File: src/rtl/shift_sequencer_pkg.sv
// -----------------------------------------------------------------------------
// shift_sequencer_pkg
// Shared definitions for the shift sequencer and the external Shifter:
//   - Shifter coefficient codes (LEFT2 = left by 1, LEFT4 = left by 2,
//     RIGHT = right by 1). Code 2'b11 is never driven.
//   - FSM state encoding of the sequencer.
//   - Packed record holding the latched direction and remaining distance.
// -----------------------------------------------------------------------------
package shift_sequencer_pkg;

    // Shifter coefficient codes. The names are the Shifter's historic
    // multiplier names: LEFT2 multiplies by 2 (one position left) and
    // LEFT4 multiplies by 4 (two positions left).
    localparam logic [1:0] LEFT2 = 2'b00;
    localparam logic [1:0] LEFT4 = 2'b01;
    localparam logic [1:0] RIGHT = 2'b10;

    // Coefficient driven whenever no shift step is in progress.
    localparam logic [1:0] COEF_IDLE = 2'b00;

    localparam int AMT_W = 3;

    typedef enum logic [1:0] {
        IDLE  = 2'b00,
        SHIFT = 2'b01,
        DONE  = 2'b10
    } state_e;

    // Direction (1 = left) plus the distance still to be shifted.
    typedef struct packed {
        logic             dir;
        logic [AMT_W-1:0] cnt;
    } remain_t;

endpackage : shift_sequencer_pkg

File: src/rtl/shift_step_sel.sv
// -----------------------------------------------------------------------------
// shift_step_sel
// Combinational choice of the next Shifter step.
// Ports:
//   dir_i    : 1 = left, 0 = right
//   remain_i : distance still to shift (0..7)
//   coef_o   : Shifter coefficient for this step
//   dec_o    : distance covered by this step (1 or 2)
// Right shifts always move one position. Left shifts take two positions
// while at least two remain, finishing an odd distance with a single step.
// -----------------------------------------------------------------------------
module shift_step_sel
    import shift_sequencer_pkg::*;
(
    input  logic             dir_i,
    input  logic [AMT_W-1:0] remain_i,
    output logic [1:0]       coef_o,
    output logic [AMT_W-1:0] dec_o
);

    always_comb begin
        // NOTE: every output gets a default first so no path through the
        // block leaves a value unassigned, which would infer a latch.
        coef_o = RIGHT;
        dec_o  = AMT_W'(1);
        if (dir_i) begin
            if (remain_i >= AMT_W'(2)) begin
                coef_o = LEFT4;
                dec_o  = AMT_W'(2);
            end else begin
                coef_o = LEFT2;
                dec_o  = AMT_W'(1);
            end
        end
    end

endmodule : shift_step_sel

File: src/rtl/shift_sequencer.sv
// -----------------------------------------------------------------------------
// shift_sequencer
// Drives an external Shifter step by step to shift an operand by 0..7 bits.
// Ports:
//   clk       : clock, all state changes on the rising edge
//   rst       : synchronous active-high reset
//   start     : begin an operation (honoured only in IDLE)
//   dir       : 1 = left, 0 = right
//   amount    : total shift distance, 0..7
//   data_in   : operand
//   sh_data   : operand to the Shifter (always the work register)
//   sh_coef   : coefficient to the Shifter (COEF_IDLE outside SHIFT)
//   sh_result : result from the Shifter
//   busy      : high in SHIFT and DONE
//   done      : one-cycle completion pulse (the DONE state)
//   result    : final value, held until the next completion
// -----------------------------------------------------------------------------
module shift_sequencer
    import shift_sequencer_pkg::*;
#(
    parameter int size = 5
) (
    input  logic             clk,
    input  logic             rst,
    input  logic             start,
    input  logic             dir,
    input  logic [AMT_W-1:0] amount,
    input  logic [size-1:0]  data_in,
    output logic [size-1:0]  sh_data,
    output logic [1:0]       sh_coef,
    input  logic [size-1:0]  sh_result,
    output logic             busy,
    output logic             done,
    output logic [size-1:0]  result
);

    state_e          state_q,  state_d;
    logic [size-1:0] work_q,   work_d;
    remain_t         remain_q, remain_d;
    logic [size-1:0] result_q, result_d;
    logic            busy_q,   busy_d;
    logic            done_q,   done_d;

    logic [1:0]       step_coef;
    logic [AMT_W-1:0] step_dec;
    logic [AMT_W-1:0] cnt_next;

    shift_step_sel u_step_sel (
        .dir_i    (remain_q.dir),
        .remain_i (remain_q.cnt),
        .coef_o   (step_coef),
        .dec_o    (step_dec)
    );

    // The selector never asks for more distance than remains, so the
    // subtraction cannot wrap while in SHIFT.
    assign cnt_next = remain_q.cnt - step_dec;

    always_comb begin
        state_d  = state_q;
        work_d   = work_q;
        remain_d = remain_q;
        result_d = result_q;
        busy_d   = busy_q;
        done_d   = 1'b0;

        case (state_q)
            IDLE: begin
                if (start) begin
                    work_d   = data_in;
                    remain_d = '{dir: dir, cnt: amount};
                    busy_d   = 1'b1;
                    if (amount != '0) begin
                        state_d = SHIFT;
                    end else begin
                        // Zero distance: the operand is already the answer.
                        state_d  = DONE;
                        result_d = data_in;
                        done_d   = 1'b1;
                    end
                end
            end

            SHIFT: begin
                work_d       = sh_result;
                remain_d.cnt = cnt_next;
                if (cnt_next == '0) begin
                    // result takes the value the work register is loading now.
                    state_d  = DONE;
                    result_d = sh_result;
                    done_d   = 1'b1;
                end
            end

            DONE: begin
                state_d = IDLE;
                busy_d  = 1'b0;
            end

            default: begin
                state_d = IDLE;
                busy_d  = 1'b0;
            end
        endcase
    end

    always_ff @(posedge clk) begin
        if (rst) begin
            // NOTE: non-blocking assignments throughout sequential logic so
            // every register samples pre-edge values, independent of order.
            state_q  <= IDLE;
            work_q   <= '0;
            remain_q <= '0;
            result_q <= '0;
            busy_q   <= 1'b0;
            done_q   <= 1'b0;
        end else begin
            state_q  <= state_d;
            work_q   <= work_d;
            remain_q <= remain_d;
            result_q <= result_d;
            busy_q   <= busy_d;
            done_q   <= done_d;
        end
    end

    assign sh_data = work_q;
    assign sh_coef = (state_q == SHIFT) ? step_coef : COEF_IDLE;
    assign busy    = busy_q;
    assign done    = done_q;
    assign result  = result_q;

endmodule : shift_sequencer

File: config.mk
export PLATFORM = sky130hd
export DESIGN_NAME = shift_sequencer
export DESIGN_NICKNAME = d
export VERILOG_FILES = /design/src/rtl/shift_sequencer_pkg.sv /design/src/rtl/shift_step_sel.sv /design/src/rtl/shift_sequencer.sv
export SDC_FILE = /design/constraint.sdc
export NUM_CORES = 1
export LEC_CHECK = 0
export ABC_AREA = 1
export CAP_MARGIN = 10
export CORE_UTILIZATION = 48
export CTS_CLUSTER_SIZE = 16
export DETAILED_ROUTE_END_ITERATION = 12
export PLACE_DENSITY_LB_ADDON = 0.05
export SYNTH_ARGS = -nofsm -noshare
export SYNTH_HDL_FRONTEND = slang
export SYNTH_SLANG_ARGS = --single-unit
File: constraint.sdc
create_clock -name clk -period 5.9 [get_ports clk]
set_input_delay 0.885 -clock clk [delete_from_list [all_inputs] [get_ports clk]]
set_output_delay 0.885 -clock clk [all_outputs]
set_load 0.03 [all_outputs]
After elaboration in Yosys (flattened, before gate mapping)
Cells that the tools add are included.
{ "totals": {"ff_bits": 18, "in_bits": 17} }
{ "classes": {"add_sub_neg": 1, "n_lt_le_gt_ge": 1, "eq_ne": 4, "muxes": 23, "n_bitwise": 1, "reduce_logical": 9} }
{ "op_table": {"columns": ["operator", "count"], "rows": [
  ["$mux 5", 4],
  ["$pmux 5 s2", 2],
  ["$mux 2", 7],
  ["$reduce_and 2->1", 4],
  ["$ne 2x2->1 const B", 3],
  ["$pmux 3 s2", 1],
  ["$mux 1", 5],
  ["$pmux 1 s2", 2],
  ["$pmux 2 s2", 1],
  ["$reduce_and 4->1", 1],
  ["$ge 3x2->1 const B", 1],
  ["$logic_not 3->1", 1],
  ["$mux 3", 1],
  ["$reduce_bool 3->1", 1],
  ["$sub 3x3->3", 1],
  ["$eq 2x1->1 const B", 1],
  ["$logic_not 2->1", 1],
  ["$reduce_bool 2->1", 1],
  ["$not 1->1", 1]
]} }

Depth between registers and ports, before layout
{ "depth": {"ltp_word": 7, "ltp_mapped": 13, "ltp_nobuf": 13} }

By module
Synthesis repeated with hierarchy kept, for this count alone.
{ "unflattened": {"hier_cells": 132, "hier_area_um2": 937.1} }
{ "by_module_without_submodules": {"columns": ["module", "n_inst", "cells_per_inst", "area_each_um2"], "rows": [
  ["shift_sequencer", 1, 125, 902.1],
  ["shift_step_sel", 1, 7, 35.0]
]} }

Worst setup path before layout
Ideal clock, no wire load.
{ "synth_timing": {"path_type": "reg-to-output", "startpoint": "register remain_q[1] (netlist bit)", "endpoint": "output sh_coef[0]", "arrival_time_ps": 1078, "t_required_ps": 5015, "setup_slack_ps": 3937, "stages_incl_launch_ff": 5, "path_buffers": 0, "cell_sequence": "dfxtp_1 inv_1 a21oi_1 inv_1 nor2_1"} }
{ "synth_via": {"elab_chain_len": 4} }
{ "synth_lines": {"columns": ["element", "line_no", "rtl"], "rows": [
  ["start: declaration", "shift_sequencer.sv:39", "remain_t remain_q, remain_d;"],
  ["start signal: assignment", "shift_sequencer.sv:120", "remain_q <= remain_d;"],
  ["$ge 3x2->1", "shift_step_sel.sv:27", "if (remain_i >= AMT_W'(2)) begin"],
  ["$mux 1", "shift_step_sel.sv:27", null],
  ["$mux 2", "shift_step_sel.sv:26", "if (dir_i) begin"],
  ["$mux 2", "shift_sequencer.sv:128", "assign sh_coef = (state_q == SHIFT) ? step_coef : COEF_IDLE;"],
  ["end: declaration", "shift_sequencer.sv:30", "output logic [1:0] sh_coef,"]
]} }
Every way passes these cells.

Worst setup path after layout
Ends and elaborated chain as after synthesis.

==> impl_metrics.env <==
export IMPL_num_antenna_cells=0
export IMPL_regToRegSetupSlack_ns=3.66
export IMPL_drc=0
export IMPL_required_ns=5.02
export IMPL_register_area_um2=360
export IMPL_crit_chain="inv_1 -> a21oi_1 -> inv_1 -> nor2_1 -> clkdlybuf4s50_1"
export IMPL_ioPinCount=31
export IMPL_insertion_delay_ns=0.30
export IMPL_track_usage=0.238
export IMPL_dpl_instance_area_um2=1250
export IMPL_cp_slowest_cell="clkdlybuf4s50_1"
export IMPL_status="finished clean"
export IMPL_fin_tns_setup_ns=0
export IMPL_leakagePower_nw=0.557
export IMPL_peakVddDrop_v=0.000144
export IMPL_cp_common_cell="inv_1"
export IMPL_period_needed_ns=2.77
export IMPL_core_area_um2=1800
export IMPL_drt_pass1_iter_count=4
export IMPL_power_mw=0.316
export IMPL_cp_start_kind="register"
export IMPL_die_area_um2=2170
export IMPL_multi_input_area_um2=483
export IMPL_wl_per_cell_um=11.6
export IMPL_whs_ns=0.471
export IMPL_synth_seq_cells=18
export IMPL_stdcell_area_um2=1280
export IMPL_cp_max_fo=2
export IMPL_finalSetupViolations=0
export IMPL_grt_pass1_vias=781
export IMPL_power_density_nw_per_um2=246
export IMPL_hold_viol_final=0
export IMPL_area_growth_pct=34.6
export IMPL_slew_viol_final=0
export IMPL_dp_cells=183
export IMPL_grt_pass1_wl_mm=3.47
export IMPL_worstPathArrival_ns=1.88
export IMPL_port_buffers=30
export IMPL_std_cell_rows=15
export IMPL_grt_max_degree=16
export IMPL_layout_common_cells="nand2_1 (39), clkdlybuf4s50_1 (30), dfxtp_1 (18)"
export IMPL_fin_nets=182
export IMPL_layout_commonest_cell="nand2_1"
export IMPL_synth_top_area_frac=0.377
export IMPL_cts_setup_buffers=0
export IMPL_synth_distinct_cells=23
export IMPL_ant_nets=0
export IMPL_slew_limit_headroom=0.708
export IMPL_yosys_top_cells_area="dfxtp_1 (38%), nand2_1 (15%), a21oi_1 (6.8%), inv_1 (6.3%), nor2_1 (4.7%)"
export IMPL_htreeDepth=1
export IMPL_die_x_um=46.6
export IMPL_globalplace_congestion=0.803
export IMPL_cts_hold_buf=0
export IMPL_min_path_type="register to register"
export IMPL_grt_setup_unrepaired="no"
export IMPL_final_cells=187
export IMPL_die_h_um=46.6
export IMPL_synth_area_um2=955
export IMPL_n_fill_cell=170
export IMPL_routed_via_density=4.89
export IMPL_cts_sinks=18
export IMPL_num_vias=914
export IMPL_clock_skew_ns=0.00407
export IMPL_crit_type="register to primary output"
export IMPL_endpoint_kind="primary output"
export IMPL_fmax_mhz=361
export IMPL_slowest_delay_ns=0.67
export IMPL_antenna_found_initial=0
export IMPL_drv_cap=0
export IMPL_place_hpwl_mm=1.66
export IMPL_yosysWarnings=0
export IMPL_synth_area_leader_cell="dfxtp_1"
export IMPL_ys_seq_area_frac=0.377
export IMPL_cts_buffers=3
export IMPL_cts_tree="done"
export IMPL_synth_avg_cell_area_um2=7.23
export IMPL_fin_crit_sh=0.469
export IMPL_syn_nets=151
export IMPL_wirelength_mm=2.18
export IMPL_path_clk_slew_ns=0.11
export IMPL_clk_path_buf_depth=2
export IMPL_ctsRootBufferMaster="clkbuf_4"
export IMPL_overflow=0
export IMPL_drive_above_1_share=0.117
export IMPL_start_util=0.530
export IMPL_syn_inst=132
export IMPL_cts_resized=0
export IMPL_drt_iter0_drc=24
export IMPL_tightest_slew_ns=0.437
-- worst max-delay path, delay by kind of cell, from the launching register on --
| family | cells | cell delay, ns |
|---|---|---|
| AO/OA/AOI/OAI | 1 | 0.29 |
| flip-flops | 1 | 0.34 |
| buffers and inverters | 3 | 0.86 |
| AND/OR/NAND/NOR | 1 | 0.10 |
-- report_power, final --
part	switching [mW]	internal (mW)
registers	0.00537	0.132
logic	0.0602	0.0407
clock network	0.0404	0.0377
total	0.106	0.210
-- metal layers --
layer | GRT usage | up-vias | wire length [um] | part of all wire
li1 | - | 466 | - | -
met1 | 0.272 | 404 | 827 | 0.38
met2 | 0.428 | 39 | 1160 | 0.53
met3 | 0.0353 | 5 | 148 | 0.068
met4 | 0.106 | 0 | 44 | 0.020
met5 | 0 | - | 0 | 0
-- Yosys cell counts, drive strengths merged --
library cell and count:
fa 1, clkbuf 1, ha 1, inv 19, buf 3, o21a 1, nor3 1, nand2 46
nand3 3, dfxtp 18, o21ai 10, a21oi 13, nor2 15
-- cells by family after synthesis --
family / Yosys count / synth area share
AOI/OAI and AO/OA: 24 / 0.128
adders and majority gates: 2 / 0.0341
buffers and inverters: 23 / 0.117
DFF: 18 / 0.377
and+or+nand+nor: 65 / 0.343
-- per-stage QoR --
step,worst slack [ns],utilization
2_1_floorplan,3.94,-
3_3_place_gp,3.57,0.693
3_5_place_dp,3.46,0.693
4_1_cts,3.13,0.713
5_1_grt,3.02,0.713
6_report,3.13,0.713
-- path summary, 6_finish.rpt --
kind	from	end	depth (start not counted)
setup / recovery	remain_q[1]	sh_coef[0]	5
hold / removal	busy	busy	2
setup reg to reg	remain_q[1]	result[2]	13
hold reg to reg	busy	busy	2
-- state kept, by name, summed over array words and instances (netlist names) --
name and cells:
state_q 2, sh_data 5, remain_q 4, result 5, done 1, busy 1
-- area by class of cell --
| cell class | count | area share |
|---|---|---|
| Inverter | 19 | 0.0574 |
| Multi-Input combinational cell | 91 | 0.376 |
| Sequential cell | 18 | 0.280 |
| Timing Repair Buffer | 30 | 0.234 |
| Tap cell | 25 | 0.0243 |
| Clock buffer | 4 | 0.0282 |
Note: power is estimated with default switching activity, not from simulation.
